`config.mk`:
```
export PLATFORM = sky130hd
export DESIGN_NAME = instr_decode_stage_flat
export DESIGN_NICKNAME = d
export VERILOG_FILES = /design/src/rtl/decode_pkg.sv /design/src/rtl/instr_decode_stage_if.sv /design/src/rtl/decode_map.sv /design/src/rtl/instr_decode_stage.sv /design/src/flat_wrapper.sv
export SDC_FILE = /design/constraint.sdc
export NUM_CORES = 1
export LEC_CHECK = 0
export BUFFER_PORTS_ARGS = -buffer_cell sky130_fd_sc_hd__buf_2
export CELL_PAD_IN_SITES_DETAIL_PLACEMENT = 1
export CELL_PAD_IN_SITES_GLOBAL_PLACEMENT = 2
export CORE_ASPECT_RATIO = 0.5
export CORE_MARGIN = 5
export CORE_UTILIZATION = 31
export DETAILED_ROUTE_END_ITERATION = 16
export HOLD_SLACK_MARGIN = 0.02
export PLACE_DENSITY = 0.78
export SLEW_MARGIN = 20
export SYNTH_ARGS = -nofsm -noshare
export SYNTH_HDL_FRONTEND = slang
export SYNTH_HIERARCHICAL = 1
export SYNTH_SLANG_ARGS = --single-unit
```
`constraint.sdc`:
```
create_clock -name clk -period 2.7 [get_ports clk]
set_clock_uncertainty 0.2 [all_clocks]
set_input_delay 0.405 -clock clk [delete_from_list [all_inputs] [get_ports clk]]
set_output_delay 0.405 -clock clk [all_outputs]
set_load 0.005 [all_outputs]
```
`src/rtl/decode_pkg.sv`:
```
// Shared constants and types for the instruction decode stage: one-hot slot layout,
// FSM state encoding and the default immediate-bearing opcode mask.
package decode_pkg;

  localparam int unsigned NDEC      = 27;
  localparam int unsigned SLOT_OP0  = 0;
  localparam int unsigned SLOT_OP1  = 1;
  localparam int unsigned SLOT_ALU  = 5;
  localparam int unsigned SLOT_OP12 = 15;
  localparam int unsigned SLOT_OP13 = 17;
  localparam int unsigned SLOT_OP15 = 19;
  localparam int unsigned SLOT_SUB  = 23;

  localparam logic [15:0] IMM_MASK_DEFAULT = 16'h9000;

  typedef enum logic [1:0] {S_OP, S_IMM, S_OUT} state_e;

endpackage

```
`src/rtl/instr_decode_stage_if.sv`:
```
// Fetch-side and execute-side handshake bundle of the decode stage.
// slave is the stage's view, master is the view of whatever drives and consumes it.
interface instr_decode_stage_if #(
  parameter int unsigned WORD_W    = 8,
  parameter int unsigned IMM_WORDS = 1
);
  import decode_pkg::*;

  logic                          in_valid;
  logic                          in_ready;
  logic [WORD_W-1:0]             in_data;
  logic                          out_valid;
  logic                          out_ready;
  logic [NDEC-1:0]               out_onehot;
  logic [WORD_W-5:0]             out_operand;
  logic [IMM_WORDS*WORD_W-1:0]   out_imm;
  logic                          out_has_imm;
  logic                          out_illegal;

  modport slave (
    input  in_valid, in_data, out_ready,
    output in_ready, out_valid, out_onehot, out_operand, out_imm, out_has_imm, out_illegal
  );

  modport master (
    output in_valid, in_data, out_ready,
    input  in_ready, out_valid, out_onehot, out_operand, out_imm, out_has_imm, out_illegal
  );

endinterface

```
`src/rtl/decode_map.sv`:
```
// Combinational opcode/subfield to one-hot control map.
// Illegal-encoding detection is compiled in only when DECODE_ILLEGAL_EN is defined.
module decode_map
  import decode_pkg::*;
(
  input  logic [3:0]      op_i,
  input  logic [3:0]      sub_i,
  output logic [NDEC-1:0] onehot_o,
  output logic            illegal_o
);

  logic [4:0] slot;

  always_comb begin
    slot = 5'(SLOT_OP0);
    unique case (op_i) inside
      4'd0:          slot = 5'(SLOT_OP0);
      4'd1:          slot = 5'(SLOT_OP1) + {3'b000, sub_i[1:0]};
      [4'd2:4'd11]:  slot = 5'(SLOT_ALU) + {1'b0, op_i} - 5'd2;
      4'd12:         slot = 5'(SLOT_OP12) + {4'b0000, sub_i[0]};
      4'd13, 4'd14:  slot = 5'(SLOT_OP13) + {1'b0, op_i} - 5'd13;
      default:       slot = 5'(SLOT_OP15) + {3'b000, sub_i[1:0]};
    endcase
  end

`ifdef DECODE_ILLEGAL_EN
  assign illegal_o = (((op_i == 4'd1) || (op_i == 4'd15)) && (sub_i[3:2] != 2'b00)) ||
                     ((op_i == 4'd12) && (sub_i[3:1] != 3'b000));
`else
  assign illegal_o = 1'b0;
`endif

  // Subfield is always exported raw in the top bits, even for illegal words.
  always_comb begin
    onehot_o = '0;
    if (!illegal_o) onehot_o[slot] = 1'b1;
    onehot_o[SLOT_SUB +: 4] = sub_i;
  end

endmodule

```
`src/rtl/instr_decode_stage.sv`:
```
// Registered, handshaked decode stage: decodes an opcode word, optionally collects
// IMM_WORDS immediate words, then holds the result until execute takes it.
// Optional feature macro: DECODE_ILLEGAL_EN.
module instr_decode_stage
  import decode_pkg::*;
#(
  parameter int unsigned WORD_W    = 8,
  parameter int unsigned IMM_WORDS = 1,
  parameter logic [15:0] IMM_MASK  = IMM_MASK_DEFAULT
) (
  input logic                 clk,
  input logic                 rst,
  instr_decode_stage_if.slave bus
);

  localparam int unsigned ImmW = IMM_WORDS * WORD_W;
  localparam int unsigned CntW = $clog2(IMM_WORDS + 1);

  state_e            state_q;
  logic [CntW-1:0]   cnt_q;
  logic              valid_q;
  logic [NDEC-1:0]   onehot_q;
  logic [WORD_W-5:0] operand_q;
  logic [ImmW-1:0]   imm_q;
  logic              has_imm_q;
  logic              illegal_q;

  logic [NDEC-1:0]   map_onehot;
  logic              map_illegal;
  logic              load;
  logic              go_imm;

  decode_map u_decode_map (
    .op_i      (bus.in_data[WORD_W-1 -: 4]),
    .sub_i     (bus.in_data[3:0]),
    .onehot_o  (map_onehot),
    .illegal_o (map_illegal)
  );

  // A new opcode word is taken when idle, or when the held result retires the same cycle.
  assign load   = bus.in_valid && ((state_q == S_OP) || ((state_q == S_OUT) && bus.out_ready));
  assign go_imm = IMM_MASK[bus.in_data[WORD_W-1 -: 4]] && !map_illegal;

  always_ff @(posedge clk) begin
    if (rst) begin
      state_q   <= S_OP;
      cnt_q     <= '0;
      valid_q   <= 1'b0;
      onehot_q  <= '0;
      operand_q <= '0;
      imm_q     <= '0;
      has_imm_q <= 1'b0;
      illegal_q <= 1'b0;
    end else if (load) begin
      onehot_q  <= map_onehot;
      operand_q <= bus.in_data[WORD_W-5:0];
      illegal_q <= map_illegal;
      imm_q     <= '0;
      has_imm_q <= 1'b0;
      cnt_q     <= '0;
      if (go_imm) begin
        state_q <= S_IMM;
        valid_q <= 1'b0;
      end else begin
        state_q <= S_OUT;
        valid_q <= 1'b1;
      end
    end else if ((state_q == S_IMM) && bus.in_valid) begin
      imm_q <= (imm_q << WORD_W) | ImmW'(bus.in_data);
      cnt_q <= cnt_q + 1'b1;
      if (cnt_q == CntW'(IMM_WORDS - 1)) begin
        has_imm_q <= 1'b1;
        state_q   <= S_OUT;
        valid_q   <= 1'b1;
      end
    end else if ((state_q == S_OUT) && bus.out_ready) begin
      state_q <= S_OP;
      valid_q <= 1'b0;
    end
  end

  assign bus.in_ready    = (state_q != S_OUT) || bus.out_ready;
  assign bus.out_valid   = valid_q;
  assign bus.out_onehot  = onehot_q;
  assign bus.out_operand = operand_q;
  assign bus.out_imm     = imm_q;
  assign bus.out_has_imm = has_imm_q;
  assign bus.out_illegal = illegal_q;

endmodule

```
`src/flat_wrapper.sv`:
```
// flat-port wrapper written by rule: the top's interface ports become plain ports
module instr_decode_stage_flat import decode_pkg::*;
#(
  parameter int unsigned WORD_W    = 8,
  parameter int unsigned IMM_WORDS = 1,
  parameter logic [15:0] IMM_MASK  = IMM_MASK_DEFAULT
)
  (clk, rst, bus_in_valid, bus_in_data, bus_out_ready, bus_in_ready, bus_out_valid, bus_out_onehot, bus_out_operand, bus_out_imm, bus_out_has_imm, bus_out_illegal);
  instr_decode_stage_if #(.WORD_W(WORD_W), .IMM_WORDS(IMM_WORDS)) bus_i ();
  input logic clk;
  input logic rst;
  input wire logic [$bits(bus_i.in_valid)-1:0] bus_in_valid;
  input wire logic [$bits(bus_i.in_data)-1:0] bus_in_data;
  input wire logic [$bits(bus_i.out_ready)-1:0] bus_out_ready;
  output wire logic [$bits(bus_i.in_ready)-1:0] bus_in_ready;
  output wire logic [$bits(bus_i.out_valid)-1:0] bus_out_valid;
  output wire logic [$bits(bus_i.out_onehot)-1:0] bus_out_onehot;
  output wire logic [$bits(bus_i.out_operand)-1:0] bus_out_operand;
  output wire logic [$bits(bus_i.out_imm)-1:0] bus_out_imm;
  output wire logic [$bits(bus_i.out_has_imm)-1:0] bus_out_has_imm;
  output wire logic [$bits(bus_i.out_illegal)-1:0] bus_out_illegal;
  assign bus_i.in_valid = bus_in_valid;
  assign bus_i.in_data = bus_in_data;
  assign bus_i.out_ready = bus_out_ready;
  assign bus_in_ready = bus_i.in_ready;
  assign bus_out_valid = bus_i.out_valid;
  assign bus_out_onehot = bus_i.out_onehot;
  assign bus_out_operand = bus_i.out_operand;
  assign bus_out_imm = bus_i.out_imm;
  assign bus_out_has_imm = bus_i.out_has_imm;
  assign bus_out_illegal = bus_i.out_illegal;
  instr_decode_stage #(.WORD_W(WORD_W), .IMM_WORDS(IMM_WORDS), .IMM_MASK(IMM_MASK)) u_core (.clk(clk), .rst(rst), .bus(bus_i));
endmodule
```
Yosys cells after proc, flatten, opt, wreduce, memory -nomap -nowiden --
Memory sizes are Yosys's and may differ from the RTL's. Cells that the tools add are included. W data, S select, Z words.
Storage, ports and cells: memories kept 1, register bits 44, input port bits 12, bits in latches 0, output and inout bits 43, bits in writable memories 0, memory bits (read-only) 16
Cells by class: $add $sub $neg 8, $mul 0, equality and inequality tests 8, bitwise operators 1, reductions and logical operators 14, divide/modulo/power cells 0, multiplexer cells 14, $lt $le $gt $ge 5, shifts and indexed selects 0
Memories:
- (name not given) | words 16, width 1, rd ports 1, clocked after Yosys merged registers in 0, write ports 0, RTL line instr_decode_stage.sv:42 | assign go_imm = IMM_MASK[bus.in_data[WORD_W-1 -: 4]] && !map_illegal;
Operators by type and width (count):
- $pmux W5 S5 | 1
- $eq A4 B4 Y1 const B | 3
- $mux W2 | 5
- $mux W1 | 7
- $lt A5 B6 Y1 const B | 1
- $add A3 B4 Y5 const A | 1
- $add A4 B1 Y5 const A | 1
- $add A5 B2 Y5 const A | 1
- $add A5 B4 Y5 const A | 1
- $demux W1 S5 | 1
- $ge A5 B1 Y1 const B | 1
- $logic_and A1 B1 Y1 | 5
- $lt A4 B5 Y1 const B | 1
- $sub A5 B2 Y5 const B | 1
- $sub A5 B4 Y5 const B | 1
- $eq A4 B1 Y1 const B | 1
- $ge A4 B2 Y1 const B | 1
- $le A4 B4 Y1 const B | 1
- $logic_not A4 Y1 | 1
- $reduce_and A2 Y1 | 2
- $reduce_or A2 Y1 | 2
- $add A1 B2 Y3 const A | 1
- $ne A3 B3 Y1 const B | 1
- $reduce_bool A3 Y1 | 1
- other kinds (7) | 8

Depth between registers and ports, before layout --
Gate-level depths: netlist of the first run.
depth after elaboration 7, mapped depth 10, depth with buffers taken out 9

Hierarchy --
The synthesis of the first run kept the hierarchy.
By module, submodules not included:
- instr_decode_stage | cells an instance 198, sequential area each 880.8 um^2, area each 1726.7 um^2, times used 1
- decode_map | cells an instance 110, sequential area each 0.0 um^2, area each 784.5 um^2, times used 1

Worst setup path after synthesis of the first run --
OpenSTA, ideal clock, no wires.
path kind input -> register, start point input port bus_in_data[4], end point register u_core.onehot_q[18] (netlist: u_core/bus.out_onehot[18]), slack 343 ps, stages on the path 8, arrival time 2087 ps, data required time 2430 ps, setup time 70 ps, cells stage by stage inv_1 ha_1 or3b_4 a222oi_1 o21ai_2 nor3_1 nand3_1 a21oi_1
Between the ends: word-level cells in the longest chain between the ends 7
RTL lines:
- from (decl) | RTL line flat_wrapper.sv:13 | input wire logic [$bits(bus_i.in_data)-1:0] bus_in_data;
- $add A5 B4 Y5, or another cell as far along | RTL line decode_map.sv:21 | 4'd13, 4'd14: slot = 5'(SLOT_OP13) + {1'b0, op_i} - 5'd13;
- $sub A5 B4 Y5, or another cell as far along | RTL line decode_map.sv:21
- $pmux W5 S5 (*) | RTL line decode_map.sv:16 | unique case (op_i) inside
- $lt A5 B6 Y1 (implied by the code) / $ge A5 B1 Y1 (equally long branches) | RTL line decode_map.sv:36 | if (!illegal_o) onehot_o[slot] = 1'b1;
- $logic_and A1 B1 Y1 (implied by the code) | RTL line decode_map.sv:36
- $mux W1 (implied by the code) | RTL line decode_map.sv:36
- $demux W1 S5 (*) | RTL line decode_map.sv:36
- net u_core.map_onehot[18] | RTL line instr_decode_stage.sv:28 | logic [NDEC-1:0] map_onehot;
- to (signal assigned) | RTL line instr_decode_stage.sv:55 | onehot_q <= map_onehot;
- to (decl) | RTL line instr_decode_stage.sv:22 | logic [NDEC-1:0] onehot_q;
The timed path passes the listed nets; every way through them passes the cells marked *. A chain may end at the register's enable or synchronous reset.

Final worst setup path of the first run --
start point input port bus_in_data[5], end point register u_core.onehot_q[8] (netlist: u_core/bus.out_onehot[8])
Same word-level chain as after synthesis.

==> results.json, run 1 <==
{
  "design_area_um2": 3122,
  "core-area_um2": 7943,
  "end_kind": "register",
  "cts.root.buffer_cell": "clkbuf_16",
  "synth-seq-cells": 44,
  "p_per_area_nw_per_um2": 517.7,
  "htree_levels": 2,
  "placed_cells": 473,
  "syn-num-nets": 329,
  "drc": 0,
  "clkPwrFrac": 0.386,
  "p_sw_frac": 0.2843,
  "start_kind": "input port",
  "slowest_delay_ns": 0.37,
  "ff2ff_setup_slack_ns": 0.88,
  "fin_crit_ns": 2.465,
  "cp-startpoint": "bus_in_data[5]",
  "die_w_um": 137.3,
  "io_buffers": 54,
  "dpl_worst_slack_ns": -0.04838,
  "max_freq_mhz": 405.6,
  "ir_drop_mv": 0.3069,
  "p_leak_nw": 1.340,
  "drive_above_1_share": 0.2900,
  "critPathKind": "in -> reg",
  "cp.buffers_inverters": 2,
  "grtUsageMet2": 0.2697,
  "ys_warn_count": 6,
  "syn_area_um2": 2511,
  "hold_viol": 0,
  "setup_viol": 0,
  "r2r_end": "u_core/bus.out_imm[3]",
  "clock_latency_ns": 0.28,
  "fillers": 992,
  "cts.path.max_buffers": 2,
  "finalPower_mw": 1.616,
  "layoutNonFillerInstCount": 481,
  "worst_pin_slew_ns": 0.6629,
  "finalCritPeriodShare": 0.9131,
  "timing.final.ws_setup_ns": 0.2345,
  "busiest_layer": "met2",
  "io_pins": 55,
  "max_slew_margin": 0.5567,
  "min_from": "bus_in_data[3]",
  "r2r_start": "u_core/state_q[0]",
  "cts.repair.resized": 0,
  "first_pass_iters": 4,
  "grt_pass1_vias": 2522,
  "ant_nets": 0,
  "combPwrFrac": 0.197,
  "grt_pass1_wl_um": 13320,
  "yosys.cell_types.count": 61,
  "rsz0062_at_grt": "no",
  "avgSynthCellArea_um2": 8.153,
  "hold_depth": 3,
  "crit_required_ns": 2.71,
  "cp_top_family": "compound AO/OA/AOI/OAI gates",
  "worstHoldEndpoint": "u_core/bus.out_onehot[26]",
  "async_flop_share": 0,
  "via_per_inst": 5.129,
  "worstPathMaxFanout": 7,
  "crit_chain": "buf_2 -> inv_1 -> ha_1 -> o21a_1 -> a221o_1 -> a2111oi_2 -> o21ai_2 -> nor2_1 -> nand3_1 -> a21oi_1",
  "syn_inst": 308,
  "setup_tns_ns": 0,
  "use_met3": 0.03488,
  "status": "finished clean",
  "hold_buffers": 0,
  "cts_tree": "done",
  "synth_edf_count": 0,
  "grt_max_degree": 35,
  "num_rows": 23,
  "grt_overflow_total": 0,
  "synth_top_area_frac": 0.3508,
  "p_int_mw": 1.157,
  "area_growth_pct": 24.31,
  "placed_area_um2": 2969,
  "antenna-diode-count": 0,
  "slowest_stage": "a221o_1",
  "dieArea_um2": 10110,
  "power_frac_seq": 0.418,
  "wl_per_cell_um": 16.78,
  "cts_sinks": 44,
  "ys_top_cells_by_area": "dfxtp_1, a21oi_1, nand3_1, o21ai_0, ha_1",
  "ys_seq_area_frac": 0.3508,
  "hold_class": "in -> reg",
  "gr-usage-met1": 0.2322,
  "clk_pin_slew_worst_paths_ns": 0.06,
  "first_iter_violations": 105,
  "cts_buffers": 5,
  "die_h_um": 73.64,
  "fin_nets": 389,
  "power_switching_uw": 459.5,
  "rr_worst_depth": 3,
  "gp_congestion": 0.8601,
  "initial_core_util": 0.3162,
  "synth_ff_type": "dfxtp_1",
  "final_max_slew_viol_count": 0,
  "globalRouteTotalUtil": 0.1661,
  "vias": 2467,
  "cp.arrival_ns": 2.48,
  "totalWireLength_um": 8071,
  "antenna_found_initial": 0,
  "cap_violations": 0,
  "synth_largest_area_cell": "dfxtp_1",
  "post_cts_buffers": 0,
  "hpwl_um": 6037
}
## registers in the layout (all words and copies together) (netlist names)
register	cells
u_core/bus.out_operand	4
u_core/bus.out_imm	8
u_core/bus.out_onehot	27
u_core/state_q	2
u_core/cnt_q	1
u_core/bus.out_illegal	1
u_core/bus.out_has_imm	1
## cell usage in the layout, fill, tap and decap left out, types with 3 or more instances in the layout
cell,instances
nor3_1,19
nand2_1,5
buf_2,54
nand3_1,35
a221o_1,3
clkbuf_16,5
a21oi_1,35
mux2i_1,8
nor2_1,21
nand2b_1,4
o21ai_1,8
o21ai_0,29
buf_4,26
dfxtp_1,44
xnor2_1,3
ha_1,9
inv_1,9
## kinds of logic after synthesis
kind of cell,synth area share
compound gates,0.2606
xor+xnor,0.01395
fa+ha+maj,0.04484
buf+inv,0.07324
flops,0.3508
mux,0.03189
other cells,0.001493
simple gates,0.2232
## power groups by stage
stage	Combinational (mW)	Clock [mW]	Sequential, mW
after floorplan	0.196	0	0.690
after global placement	0.308	0	0.689
after detailed placement	0.317	0	0.690
after CTS	0.317	0.643	0.675
after global routing	0.351	0.672	0.677
final	0.318	0.623	0.675
## layout make-up
class	instances	area, um^2	share of cell area
inverter	9	33.78	0.01082
clock buffer	7	142.6	0.04569
clock inverter	1	7.507	0.002405
sequential	44	880.8	0.2822
timing repair buffer	80	465.4	0.1491
tap	112	140.1	0.04489
multi-input combinational	228	1451	0.4649
## cell usage after synthesis, types with 2 or more instances
| cell type | number |
|---|---|
| nand3_1 | 35 |
| a221o_1 | 3 |
| o21ai_0 | 29 |
| nor2b_1 | 3 |
| nand2_1 | 5 |
| nor3_1 | 19 |
| nor2_1 | 22 |
| nand2b_1 | 4 |
| buf_2 | 5 |
| buf_4 | 9 |
| inv_1 | 9 |
| dfxtp_1 | 44 |
| and3_1 | 2 |
| ha_1 | 9 |
| o21a_1 | 2 |
| a31o_1 | 2 |
| a21oi_1 | 35 |
| o21ai_1 | 8 |
| clkbuf_1 | 10 |
| o21ai_2 | 2 |
| mux2i_1 | 8 |
| o22ai_1 | 2 |
| xnor2_1 | 3 |
## how the worst max path moves through the flow
stage	endpoint	slack (ns)	cells after the start
after floorplan	u_core/bus.out_onehot[18]	0.34	8
after global placement	u_core/bus.out_onehot[12]	-0.06	11
after detailed placement	u_core/bus.out_onehot[8]	-0.05	10
after CTS	u_core/bus.out_onehot[8]	0.24	10
after global routing	u_core/bus.out_onehot[12]	0.07	10
final	u_core/bus.out_onehot[8]	0.23	10
## through the flow
| step | hold slack, ns | util |
|---|---|---|
| 5_1_grt | 0.2100 | 0.3930 |
| 4_1_cts | 0.2063 | 0.3927 |
| 3_3_place_gp | 0.2596 | 0.3738 |
| 2_1_floorplan | 0.2701 | - |
| 6_report | 0.2065 | 0.3930 |
| 3_5_place_dp | 0.2741 | 0.3738 |
## routing by layer
metal	part of all wire	up-vias
met2	0.45	36
li1	-	1229
met1	0.51	1198
met5	0	-
met4	0.0059	0
met3	0.037	4
## tightest hold or removal path: stages
cell and delay, ns:
buf_2 0.12, nand3_1 0.06, a21oi_1 0.05
(Power assumes the default switching activity.)
==> run 2: changes to the inputs <==
- ABC_AREA: not set -> 1
- CORE_UTILIZATION: 31 -> 29
- PLACE_DENSITY: 0.78 -> 0.79
- SKIP_LAST_GASP: not set -> 1
==> run 2 against run 1 <==
  * Critical path depth up 4
  * Area after synthesis is 9.3% lower
  * Combinational power fell by 3%
  * Register-to-register slack gained 0.18 ns
  * Via count down 10%
  * Worst setup slack improved by 0.38 ns
  * Sequential cell count stayed put
  * Global-route usage down 3.0 points
  * Hold slack got worse by 0.11 ns
  * First-iteration DRC count decreased by 22%
  * Critical path type unchanged
  * Largest cell class unchanged
  * Highest routed layer unchanged
==> results.json, run 2 <==
{
  "num_rows": 22,
  "core-area_um2": 7487,
  "fin_nets": 404,
  "grt_pass1_vias": 2274,
  "p_leak_nw": 1.347,
  "start_kind": "input port",
  "totalWireLength_um": 6396,
  "cts.root.buffer_cell": "clkbuf_16",
  "antenna_found_initial": 0,
  "grt_max_degree": 35,
  "first_pass_iters": 4,
  "worstPathMaxFanout": 8,
  "io_buffers": 54,
  "synth_ff_type": "dfxtp_1",
  "status": "finished clean",
  "yosys.cell_types.count": 26,
  "drive_above_1_share": 0.2370,
  "ys_top_cells_by_area": "dfxtp_1, nor2_1, nand2_1, o21ai_1, ha_1",
  "vias": 2220,
  "clk_pin_slew_worst_paths_ns": 0.06,
  "area_growth_pct": 21.21,
  "hold_class": "in -> reg",
  "final_max_slew_viol_count": 0,
  "die_w_um": 135.3,
  "antenna-diode-count": 0,
  "grt_overflow_total": 0,
  "gp_congestion": 0.7792,
  "dieArea_um2": 9832,
  "fillers": 986,
  "max_freq_mhz": 478.6,
  "io_pins": 55,
  "layoutNonFillerInstCount": 492,
  "via_per_inst": 4.512,
  "utilization": 0.3687,
  "placed_cells": 484,
  "globalRouteTotalUtil": 0.1364,
  "hpwl_um": 4808,
  "critPathKind": "in -> reg",
  "grt_pass1_wl_um": 10920,
  "synth_most_common_cell": "nor2_1",
  "synth-seq-cells": 44,
  "syn_area_um2": 2277,
  "setup_viol": 0,
  "design_area_um2": 2760,
  "final_common_cell": "nor2_1",
  "end_kind": "register",
  "cts_tree": "done",
  "die_h_um": 72.66,
  "largest_reg_flops": 27,
  "avgSynthCellArea_um2": 6.838,
  "ys_warn_count": 6,
  "p_per_area_nw_per_um2": 620.8,
  "hold_viol": 0,
  "synthTopCellsByCount": "nor2_1, nand2_1, dfxtp_1",
  "cts.path.max_buffers": 2,
  "ir_drop_mv": 0.2152,
  "ys_seq_area_frac": 0.3868,
  "cts_sinks": 44,
  "cap_violations": 0,
  "synth_largest_area_cell": "dfxtp_1",
  "post_cts_buffers": 0,
  "ant_nets": 0,
  "synth_top_area_frac": 0.3868,
  "clock_latency_ns": 0.28,
  "first_iter_violations": 82,
  "cts.repair.resized": 0,
  "hold_buffers": 0,
  "wl_per_cell_um": 13.00,
  "placed_area_um2": 2596,
  "setup_tns_ns": 0,
  "crit_required_ns": 2.72,
  "drc": 0,
  "htree_levels": 2,
  "layout_common_cells": "nor2_1, buf_2, nand2_1",
  "syn-num-nets": 354,
  "initial_core_util": 0.3041,
  "async_flop_share": 0,
  "rsz0062_at_grt": "no",
  "cts_buffers": 5,
  "synth_edf_count": 0,
  "cp.arrival_ns": 2.11,
  "fin_crit_ns": 2.089,
  "finalCritPeriodShare": 0.7738,
  "hold_ws_ns": 0.1002,
  "syn_inst": 333
}
==> run 2: final timing paths <==
check	startpoint	endpoint	slack (ns)	cells past startpoint
max	bus_in_data[4]	u_core/bus.out_onehot[8]	0.61	14
min	rst	u_core/state_q[0]	0.10	2
max reg2reg	u_core/state_q[1]	u_core/bus.out_imm[0]	1.06	5
min reg2reg	u_core/bus.out_imm[1]	u_core/bus.out_imm[1]	0.26	2
==> run 2: logic make-up (layout without fill, tap and decap cells) <==
family	count (synthesis)	in the layout	share of synthesized area
XOR/XNOR	1	1	0.003847
other	1	1	0.001647
buffers and inverters	41	92	0.09395
AND/OR/NAND/NOR	186	186	0.3489
AO/OA/AOI/OAI	51	51	0.1154
adder cells (fa/ha/maj)	9	9	0.04945
flip-flops	44	44	0.3868
==> run 2: routing by layer <==
metal	wire length, um	part of all wire	vias to the layer above	track usage
li1	-	-	1140	-
met1	3256	0.51	1044	0.1775
met2	2888	0.45	31	0.2285
met3	223	0.035	5	0.03512
met4	28	0.0044	0	0.03352
met5	0	0	-	0
==> run 2: final cells by class <==
class                           count  area (um^2)  share of cell area
Multi-Input combinational cell    248         1182              0.4284
Sequential cell                    44        880.8              0.3191
Timing Repair Buffer               58        300.3              0.1088
Tap cell                          108        135.1             0.04896
Clock buffer                        6        128.9             0.04669
Inverter                           26        97.59             0.03536
Clock inverter                      2        35.03             0.01269
==> run 2: through the flow <==
stage          worst slack, ns  power, mW
6_report                0.6106      1.714
5_1_grt                 0.3630      1.819
4_1_cts                 0.5988      1.746
3_5_place_dp            0.3414      1.043
3_3_place_gp            0.3428      1.033
2_1_floorplan           0.8832     0.9381
==> run 2: power breakdown <==
part / switching (mW) / internal, mW
Clock: 0.255 / 0.436
Combinational: 0.201 / 0.107
Sequential: 0.0236 / 0.691
Total: 0.480 / 1.23
==> run 2: critical path, cell delays in order <==
cell,delay [ns]
buf_2,0.18
inv_1,0.12
ha_1,0.25
nor2_2,0.13
nand2_2,0.09
nand2_4,0.11
nor2_1,0.06
nor2_1,0.12
nand2_1,0.13
inv_1,0.11
nand2_1,0.11
nor2_1,0.12
nor2_1,0.06
nor2_1,0.12
==> run 3: changes to the inputs <==
- CORE_UTILIZATION: 29 -> 26
- PLACE_DENSITY: 0.79 -> 0.75
- clock period: 2.7 -> 1.92 ns (I/O delays scaled with it)
==> run 3 against run 2 <==
  * Final cell count up 4.3%
  * Critical path depth stayed put
  * Global-route usage shrank 0.99 points
  * Count of clock-buffer cells in the layout down 1
  * Final area rose by 5.1%
  * Worst setup slack worse by 0.48 ns
  * Critical path type unchanged
==> results.json, run 3 (synthesis gave the netlist of run 2 again) <==
{
  "antenna_found_initial": 0,
  "antenna-diode-count": 0,
  "end_kind": "register",
  "globalRouteTotalUtil": 0.1265,
  "largest_reg_flops": 27,
  "grt_pass1_wl_um": 11380,
  "io_pins": 55,
  "worst_pin_slew_ns": 0.8050,
  "design_area_um2": 2902,
  "p_leak_nw": 1.398,
  "drc": 0,
  "totalWireLength_um": 6663,
  "first_pass_iters": 4,
  "ant_nets": 0,
  "wl_per_cell_um": 12.99,
  "cts_sinks": 44,
  "grt_max_degree": 35,
  "vias": 2279,
  "clk_pin_slew_worst_paths_ns": 0.07,
  "timing.final.ws_setup_ns": 0.1265,
  "dieArea_um2": 10840,
  "clock_latency_ns": 0.28,
  "cp.arrival_ns": 1.82,
  "dpl_worst_slack_ns": -0.2558,
  "finalCritPeriodShare": 0.9341,
  "final_max_slew_viol_count": 0,
  "max_freq_mhz": 557.6,
  "hold_ws_ns": 0.1095,
  "hpwl_um": 5097,
  "rsz0062_at_grt": "yes",
  "cts.path.max_buffers": 2,
  "first_iter_violations": 68,
  "area_growth_pct": 27.42,
  "initial_core_util": 0.2642,
  "io_buffers": 54,
  "htree_levels": 2,
  "cts.root.buffer_cell": "clkbuf_16",
  "die_h_um": 76.18,
  "grt_overflow_total": 0,
  "cts_buffers": 5,
  "cap_violations": 0,
  "start_kind": "input port",
  "hold_viol": 0,
  "core-area_um2": 8618,
  "finalPower_mw": 2.315,
  "grt_pass1_vias": 2343,
  "gp_congestion": 0.8825,
  "max_slew_margin": 0.4621,
  "num_rows": 24,
  "p_per_area_nw_per_um2": 797.9,
  "hold_class": "in -> reg",
  "fillers": 1100,
  "cts_tree": "done",
  "drive_above_1_share": 0.3005,
  "placed_area_um2": 2710,
  "fin_crit_ns": 1.793,
  "worstPathMaxFanout": 7,
  "ir_drop_mv": 0.3438,
  "layout_common_cells": "nor2_1, buf_2, nand2_1",
  "fin_nets": 417,
  "crit_required_ns": 1.94,
  "via_per_inst": 4.442,
  "status": "finished clean",
  "critPathKind": "in -> reg",
  "final_common_cell": "nor2_1",
  "setup_viol": 0,
  "die_w_um": 142.4
}
[run 3: cell count changes in the layout (fill, tap and decap cells not counted), moves of 4 or more]
cell,delta
ha_1,-4
nor2_2,+5
nand2_2,+4
nor2_1,-5
nand2_1,-5
buf_4,+11
ha_2,+4
[run 3: worst max-delay path, stage by stage]
cell and delay (ns):
buf_2 0.10, inv_1 0.08, ha_2 0.22, nor2_2 0.13, nand2_2 0.09, nand2_4 0.10, nor2_1 0.05, nor2_1 0.14
nand2_2 0.13, inv_2 0.09, nand2_2 0.10, nor2_1 0.14, nor2_1 0.06, nor2_1 0.10
[run 3: per-stage QoR]
stage | TNS (ns) | utilization | std cells
6_report | 0 | 0.3367 | 513
5_1_grt | -0.05356 | 0.3367 | 513
4_1_cts | 0 | 0.3316 | 513
3_5_place_dp | -4.185 | 0.3145 | 505
3_3_place_gp | -2.959 | 0.3145 | 505
2_1_floorplan | 0 | - | 333
[run 3: area by class of cell]
| cell class | count | area (um^2) | area share |
|---|---|---|---|
| inverter | 26 | 97.59 | 0.03364 |
| tap | 117 | 146.4 | 0.05045 |
| clock inverter | 2 | 12.51 | 0.004312 |
| clock buffer | 5 | 125.1 | 0.04312 |
| timing repair buffer | 71 | 412.9 | 0.1423 |
| sequential | 44 | 880.8 | 0.3036 |
| multi-input combinational | 248 | 1226 | 0.4226 |
[run 3: worst paths after layout]
path                         startpoint                        end  slack [ns]  cells past startpoint
setup reg to reg      u_core/state_q[0]     u_core/bus.out_illegal        0.20                      5
hold reg to reg   u_core/bus.out_imm[5]      u_core/bus.out_imm[5]        0.26                      2
hold / removal           bus_in_data[3]  u_core/bus.out_onehot[26]        0.11                      3
setup / recovery         bus_in_data[4]   u_core/bus.out_onehot[6]        0.13                     14
[run 3: report_power, final]
group / internal [mW] / leakage, nW / switching (mW)
clock: 0.472 / 0.0657 / 0.356
combinational: 0.179 / 0.971 / 0.303
sequential: 0.972 / 0.361 / 0.0327
total: 1.62 / 1.40 / 0.692
[run 3: timing repair]
item                       4_1_cts  5_1_grt
gates resized for setup          0       18
hold endpoints to repair         1        0
setup buffers                    0        0
setup endpoints to repair        0       23
hold buffers                     1        0
[run 3: routing by layer]
| metal | routed length, um | GRT usage |
|---|---|---|
| met1 | 3227 | 0.1637 |
| met2 | 3155 | 0.2131 |
| met3 | 244 | 0.03824 |
| met4 | 36 | 0.01708 |
| met5 | 0 | 0 |
